**src/rtl/fp_add_arbiter.sv**
```systemverilog
// Two-requester front end for one shared FP adder: round-robin grant, one op in flight, timeout abort.
// Latency accept->response = 3 + adder latency cycles; ready only in IDLE, so requesters stall while busy.
module fp_add_arbiter #(
  parameter int TIMEOUT = 40
) (
  input  logic        clk,
  input  logic        rst_n,
  input  logic        req0_valid,
  input  logic [31:0] req0_a,
  input  logic [31:0] req0_b,
  input  logic        req0_op,
  output logic        req0_ready,
  input  logic        req1_valid,
  input  logic [31:0] req1_a,
  input  logic [31:0] req1_b,
  input  logic        req1_op,
  output logic        req1_ready,
  output logic        resp0_valid,
  output logic        resp1_valid,
  output logic [31:0] resp_res,
  output logic        resp_err,
  output logic [31:0] fpa_A,
  output logic [31:0] fpa_B,
  output logic        fpa_op,
  output logic        fpa_start,
  input  logic        fpa_done,
  input  logic [31:0] fpa_res
);

  localparam int CW = (TIMEOUT > 63) ? $clog2(TIMEOUT + 1) : 6;
  localparam logic [CW-1:0] TO_V = CW'(TIMEOUT);
  localparam logic [31:0] QNAN = 32'h7FC0_0000;

  typedef enum logic [1:0] {IDLE, ISSUE, WAIT, RESP} state_t;

  state_t        state_q, state_d;
  logic [31:0]   fpa_a_q, fpa_a_d;
  logic [31:0]   fpa_b_q, fpa_b_d;
  logic          fpa_op_q, fpa_op_d;
  logic          fpa_start_q, fpa_start_d;
  logic          owner_q, owner_d;
  logic          last_grant_q, last_grant_d;
  logic [CW-1:0] wait_cnt_q, wait_cnt_d;
  logic [31:0]   resp_res_q, resp_res_d;
  logic          resp_err_q, resp_err_d;
  logic          resp0_valid_q, resp0_valid_d;
  logic          resp1_valid_q, resp1_valid_d;

  logic          grant0, grant1;
  logic [CW-1:0] cnt_inc;

  // On a tie the requester that did not win last time gets the grant.
  always_comb begin
    grant0 = 1'b0;
    grant1 = 1'b0;
    if (state_q == IDLE) begin
      if (req0_valid && (!req1_valid || last_grant_q)) begin
        grant0 = 1'b1;
      end else if (req1_valid) begin
        grant1 = 1'b1;
      end
    end
  end

  assign cnt_inc = (wait_cnt_q == {CW{1'b1}}) ? wait_cnt_q : wait_cnt_q + CW'(1);

  always_comb begin
    state_d       = state_q;
    fpa_a_d       = fpa_a_q;
    fpa_b_d       = fpa_b_q;
    fpa_op_d      = fpa_op_q;
    fpa_start_d   = 1'b0;
    owner_d       = owner_q;
    last_grant_d  = last_grant_q;
    wait_cnt_d    = wait_cnt_q;
    resp_res_d    = resp_res_q;
    resp_err_d    = resp_err_q;
    resp0_valid_d = 1'b0;
    resp1_valid_d = 1'b0;

    unique case (state_q)
      IDLE: begin
        if (grant0 || grant1) begin
          fpa_a_d      = grant1 ? req1_a  : req0_a;
          fpa_b_d      = grant1 ? req1_b  : req0_b;
          fpa_op_d     = grant1 ? req1_op : req0_op;
          owner_d      = grant1;
          last_grant_d = grant1;
          fpa_start_d  = 1'b1;
          state_d      = ISSUE;
        end
      end
      ISSUE: begin
        wait_cnt_d = '0;
        state_d    = WAIT;
      end
      WAIT: begin
        // Completion wins over a timeout landing on the same cycle.
        if (fpa_done) begin
          resp_res_d    = fpa_res;
          resp_err_d    = 1'b0;
          resp0_valid_d = !owner_q;
          resp1_valid_d = owner_q;
          state_d       = RESP;
        end else begin
          wait_cnt_d = cnt_inc;
          if (cnt_inc >= TO_V) begin
            resp_res_d    = QNAN;
            resp_err_d    = 1'b1;
            resp0_valid_d = !owner_q;
            resp1_valid_d = owner_q;
            state_d       = RESP;
          end
        end
      end
      RESP: begin
        state_d = IDLE;
      end
      default: state_d = IDLE;
    endcase
  end

  always_ff @(posedge clk) begin
    if (!rst_n) begin
      state_q       <= IDLE;
      fpa_a_q       <= '0;
      fpa_b_q       <= '0;
      fpa_op_q      <= 1'b0;
      fpa_start_q   <= 1'b0;
      owner_q       <= 1'b0;
      last_grant_q  <= 1'b1;
      wait_cnt_q    <= '0;
      resp_res_q    <= '0;
      resp_err_q    <= 1'b0;
      resp0_valid_q <= 1'b0;
      resp1_valid_q <= 1'b0;
    end else begin
      state_q       <= state_d;
      fpa_a_q       <= fpa_a_d;
      fpa_b_q       <= fpa_b_d;
      fpa_op_q      <= fpa_op_d;
      fpa_start_q   <= fpa_start_d;
      owner_q       <= owner_d;
      last_grant_q  <= last_grant_d;
      wait_cnt_q    <= wait_cnt_d;
      resp_res_q    <= resp_res_d;
      resp_err_q    <= resp_err_d;
      resp0_valid_q <= resp0_valid_d;
      resp1_valid_q <= resp1_valid_d;
    end
  end

  assign req0_ready  = grant0;
  assign req1_ready  = grant1;
  assign fpa_A       = fpa_a_q;
  assign fpa_B       = fpa_b_q;
  assign fpa_op      = fpa_op_q;
  assign fpa_start   = fpa_start_q;
  assign resp_res    = resp_res_q;
  assign resp_err    = resp_err_q;
  assign resp0_valid = resp0_valid_q;
  assign resp1_valid = resp1_valid_q;

endmodule

```
**config.mk**
```make
export PLATFORM = sky130hd
export DESIGN_NAME = fp_add_arbiter
export DESIGN_NICKNAME = d
export VERILOG_FILES = /design/src/rtl/fp_add_arbiter.sv
export SDC_FILE = /design/constraint.sdc
export NUM_CORES = 1
export LEC_CHECK = 0
export BUFFER_PORTS_ARGS = -buffer_cell sky130_fd_sc_hd__buf_4
export CAP_MARGIN = 20
export CORE_AREA = 5 5 104 106
export CTS_CLUSTER_SIZE = 30
export DETAILED_ROUTE_END_ITERATION = 10
export DIE_AREA = 0 0 109 111
export PLACE_DENSITY = 0.82
export SLEW_MARGIN = 10
export SYNTH_ARGS = -nofsm -noshare
export SYNTH_HDL_FRONTEND = slang
export SYNTH_SLANG_ARGS = --single-unit
```
**constraint.sdc**
```tcl
create_clock -name clk -period 3.3 [get_ports clk]
set_input_delay 0.99 -clock clk [delete_from_list [all_inputs] [get_ports clk]]
set_output_delay 0.99 -clock clk [all_outputs]
set_load 0.02 [all_outputs]
```
# Word level (Yosys, flattened, before mapping)

Cells that the tools add are included.

Register bits: 111
Bits of input ports: 167
Output and inout port bits: 103
Logic and storage cells: 59

Add/subtract/negate cells: 1
$lt $le $gt $ge: 1
Equal/unequal tests: 7
Muxes and demuxes: 24
Reductions and logical operators: 14

Operators by type and width:

| cell                                                             | number |
|---|---|
| 32-bit two-way mux                                               | 4 |
| 1-bit two-way mux                                                | 13 |
| 6-bit two-way mux                                                | 2 |
| 6-bit one-hot mux with 2 select lines                            | 1 |
| 2-bit AND reduction                                              | 6 |
| 2-bit one-hot mux with 4 select lines                            | 1 |
| 6-bit by 1-bit adder with 6-bit output (second input constant)   | 1 |
| 6-bit == test (second input constant)                            | 1 |
| 6-bit >= comparator (second input constant)                      | 1 |
| 2-bit two-way mux                                                | 3 |
| 2-bit == test (second input constant)                            | 2 |
| 2-bit nonzero test                                               | 2 |
| 3-bit != test (second input constant)                            | 1 |
| 2-bit by 1-bit == test with 1-bit output (second input constant) | 1 |
| 1-bit logical NOT                                                | 2 |
| 2-bit logical NOT                                                | 1 |
| 1-bit logical OR                                                 | 2 |
| 2-bit by 1-bit != test with 1-bit output (second input constant) | 1 |
| 2-bit != test (second input constant)                            | 1 |
| 1-bit logical AND                                                | 1 |

# Longest topological paths before layout

Depth in word-level cells: 8
Mapped depth: 8
Mapped depth without buffers: 6

# Worst setup path before layout

OpenSTA, ideal clock, no wires.

Path kind: input to output
Start: in req1_valid
End: out req1_ready
Arrival time: 1,678 ps
Required time: 2,310 ps
Path slack: 632 ps
Cell stages on the path: 3
Path buffers: 1
Cells stage by stage: nand2_1 > a21oi_1 > clkbuf_1

Cells in the longest elaborated chain, start to end: 5
Elaborated cells on any way between the ends: 6
Classes of those cells: mux: 3; reduce/logical: 3

RTL lines:

| what                  | RTL line | text |
|---|---|---|
| start: declaration    | 13       | `input logic req1_valid,` |
| 1-bit logical NOT     | 57       | `if (req0_valid && (!req1_valid \|\| last_grant_q)) begin` |
| 1-bit logical OR      | 57       |  |
| 1-bit logical AND     | 57       |  |
| 1-bit two-way mux (*) | 57       |  |
| 1-bit two-way mux (*) | 56       | `if (state_q == IDLE) begin` |
| end: declaration      | 17       | `output logic req1_ready,` |

Every way passes the cells marked *; elsewhere a longest branch is shown, timed or not.

# Worst setup path in the final report

Start: reg state_q[0]
End: out req0_ready

Cells in the longest elaborated chain, start to end: 2

RTL lines:

| what                     | RTL line | text |
|---|---|---|
| start: declaration       | 36       | `state_t state_q, state_d;` |
| start signal: assignment | 138      | `state_q <= state_d;` |
| 2-bit logical NOT        | 56       |  |
| 1-bit two-way mux        | 56       |  |
| end: declaration         | 12       | `output logic req0_ready,` |

No other way between the ends.

==> impl_metrics.json <==
{
  "period_needed_ns": 2.553,
  "cts.sinks": 111,
  "cp-start-kind": "flip-flop",
  "layout.cells.non_filler": 882,
  "cts_resized": 0,
  "drt-total-wl_um": 15430,
  "overflow": 0,
  "hp-class": "reg2reg",
  "die_h_um": 111,
  "globalplace.congestion": 0.8549,
  "synth_nets": 673,
  "critical_path.max_fanout": 6,
  "tritoncts": "built",
  "cp.arrival_ns": 1.56,
  "grt_antenna_before_repair": 0,
  "nets": 915,
  "slowest_delay_ns": 0.34,
  "antenna_cells": 0,
  "hpwl_um": 11730,
  "wire_per_inst_um": 17.50,
  "place_inst": 866,
  "grt_pass1_vias": 4630,
  "drive_above_1_share": 0.4166,
  "worstSetupPathType": "reg2out",
  "clock-skew-final_ns": 0.005228,
  "synth-seq-area-share": 0.4986,
  "drtAntennaViolNets": 0,
  "grt_setup_unrepaired": "no",
  "first_pass_iters": 5,
  "maxCapViolCount": 0,
  "vias_per_cell": 5.447,
  "insertion_delay_ns": 0.37,
  "syn_area_per_cell_um2": 8.878,
  "io_pins": 270,
  "crit_slowest_cell": "dfxtp_1",
  "drt-initial-drc-count": 376,
  "ys_types": 41,
  "worstMarginPinSlew_ns": 0.9069,
  "synthArstFlopShare": 0,
  "fmax_mhz": 391.7,
  "hold_viol_final": 0,
  "dieArea_um2": 12100,
  "clockBufferDepth": 2,
  "start_util": 0.4602,
  "synth_flop_cell": "dfxtp_1",
  "syn_area_um2": 4457,
  "postCtsHoldBufs": 0,
  "yosysWarnings": 0,
  "status": "complete, no violations",
  "area.sequential_um2": 2222,
  "multi_input_area_um2": 2048,
  "cts.clk_slew.worst_paths_ns": 0.09,
  "track_usage": 0.2434,
  "post_cts.repair.setup_buffers": 0,
  "die_x_um": 109,
  "setup_violations": 0,
  "area_delta_synth_final_pct": 50.45,
  "synthCells": 502,
  "vias": 4804,
  "maxSlewViolCount": 0,
  "power_density_nw_per_um2": 687.4,
  "fin_crit_sh": 0.7737,
  "ys_ff_latch": 111,
  "cts_buffers": 9,
  "irDropWorstVdd_v": 0.0007560,
  "core_area_um2": 9684,
  "cts_max_level": 3,
  "rows": 36,
  "drc_errors": 0,
  "port-buffer-count": 269,
  "path_cells": "inv_1 -> ha_1 -> nand2_1 -> a21oi_4 -> buf_4",
  "grt_max_degree": 68,
  "grt_pass1_wl_um": 23520,
  "slew_headroom": 0.3939,
  "critPathRequiredTime_ns": 2.31,
  "tns_ns": 0,
  "p_leak_nw": 2.885,
  "power_mw": 4.609,
  "synth-edff-count": 0,
  "end_kind": "output pin",
  "fillers": 775,
  "cts-root-buf": "clkbuf_8"
}
-- logic make-up (layout without fill, tap and decap cells) --
logic type | after synthesis | after routing | synth area share
AND/OR/NAND/NOR | 128 | 128 | 0.1230
adder cells (fa/ha/maj) | 4 | 4 | 0.01123
AO/OA/AOI/OAI | 204 | 204 | 0.3085
multiplexers | 4 | 4 | 0.009265
flip-flops | 111 | 111 | 0.4986
buffers and inverters | 51 | 298 | 0.04941
-- critical path: cells and delay by family (launching register included) --
| kind | cells | cell delay (ns) |
|---|---|---|
| AO/OA/AOI/OAI | 1 | 0.15 |
| adder cells (fa/ha/maj) | 1 | 0.32 |
| buffers and inverters | 2 | 0.24 |
| flip-flops | 1 | 0.34 |
| AND/OR/NAND/NOR | 1 | 0.16 |
-- cell usage in the layout, fill, tap and decap left out, types with 2 or more instances in the layout --
cell type,n
a21oi_1,91
a22oi_1,65
clkbuf_1,3
clkinvlp_4,2
nand3_1,2
and3_2,2
nand3b_1,2
nor3_1,2
nand2_1,100
nor2_1,6
a311oi_1,23
dfxtp_1,111
ha_1,4
nand2b_1,5
buf_4,275
a21oi_4,2
clkbuf_8,11
mux2i_1,3
inv_1,6
o221a_2,10
nand4_1,2
o21a_1,2
-- sequential cells by signal (all words and copies together) (netlist names) --
name          count
last_grant_q      1
fpa_A            32
fpa_start         1
wait_cnt_q        6
owner_q           1
state_q           2
fpa_op            1
resp_err          1
resp1_valid       1
resp_res         32
fpa_B            32
resp0_valid       1
-- worst paths after layout --
kind                                 start          end  slack [ns]  cells after the start
worst max register to register  state_q[0]  resp_res[0]        0.98                      7
worst max-delay path            state_q[0]   req0_ready        0.75                      5
worst min-delay path             fpa_B[28]    fpa_B[28]        0.46                      2
worst min register to register   fpa_B[28]    fpa_B[28]        0.46                      2
-- layer usage --
layer,share of wire,GRT usage,routed length [µm],vias to the layer above
met4,0.033,0.1103,517,0
met5,0,0,0,-
met2,0.50,0.4165,7745,234
met1,0.36,0.2735,5570,2212
met3,0.10,0.07280,1600,34
li1,-,-,-,2324
-- layout make-up --
| type | count | area share |
|---|---|---|
| tap | 133 | 0.02482 |
| timing repair buffer | 275 | 0.3079 |
| clock buffer | 14 | 0.02426 |
| sequential | 111 | 0.3314 |
| clock inverter | 2 | 0.002239 |
| multi-input combinational | 340 | 0.3055 |
| inverter | 7 | 0.003919 |
-- metrics by stage --
stage	hold slack (ns)	utilization	worst slack, ns	area [µm²]
final	0.4599	0.6924	0.7470	6705
after global routing	0.4830	0.6924	0.6167	6705
after CTS	0.4617	0.6924	0.7161	6705
after detailed placement	0.4485	0.6740	0.7829	6528
after global placement	0.4436	0.6740	0.7980	6528
after floorplan	0.4515	-	0.6325	4457
-- Yosys cell counts (all sizes together), types with 2 or more instances --
cell | instances | area share
a21oi | 94 | 0.11
a22oi | 65 | 0.11
a311oi | 23 | 0.045
and3 | 2 | 0.0034
buf | 16 | 0.020
clkbuf | 28 | 0.024
dfxtp | 111 | 0.50
ha | 4 | 0.011
inv | 7 | 0.0059
mux2i | 3 | 0.0067
nand2 | 101 | 0.086
nand2b | 5 | 0.0070
nand3 | 3 | 0.0045
nand3b | 2 | 0.0034
nand4 | 2 | 0.0028
nor2 | 7 | 0.0076
nor3 | 2 | 0.0022
o211ai | 2 | 0.0045
o21a | 2 | 0.0034
o221a | 10 | 0.025
-- power breakdown --
part	switching, mW	internal, mW	total (mW)
logic	1.26	0.826	2.09
registers	0.150	1.62	1.77
clock network	0.433	0.318	0.751
total	1.84	2.77	4.61
Note: power is estimated with default switching activity, not from simulation.
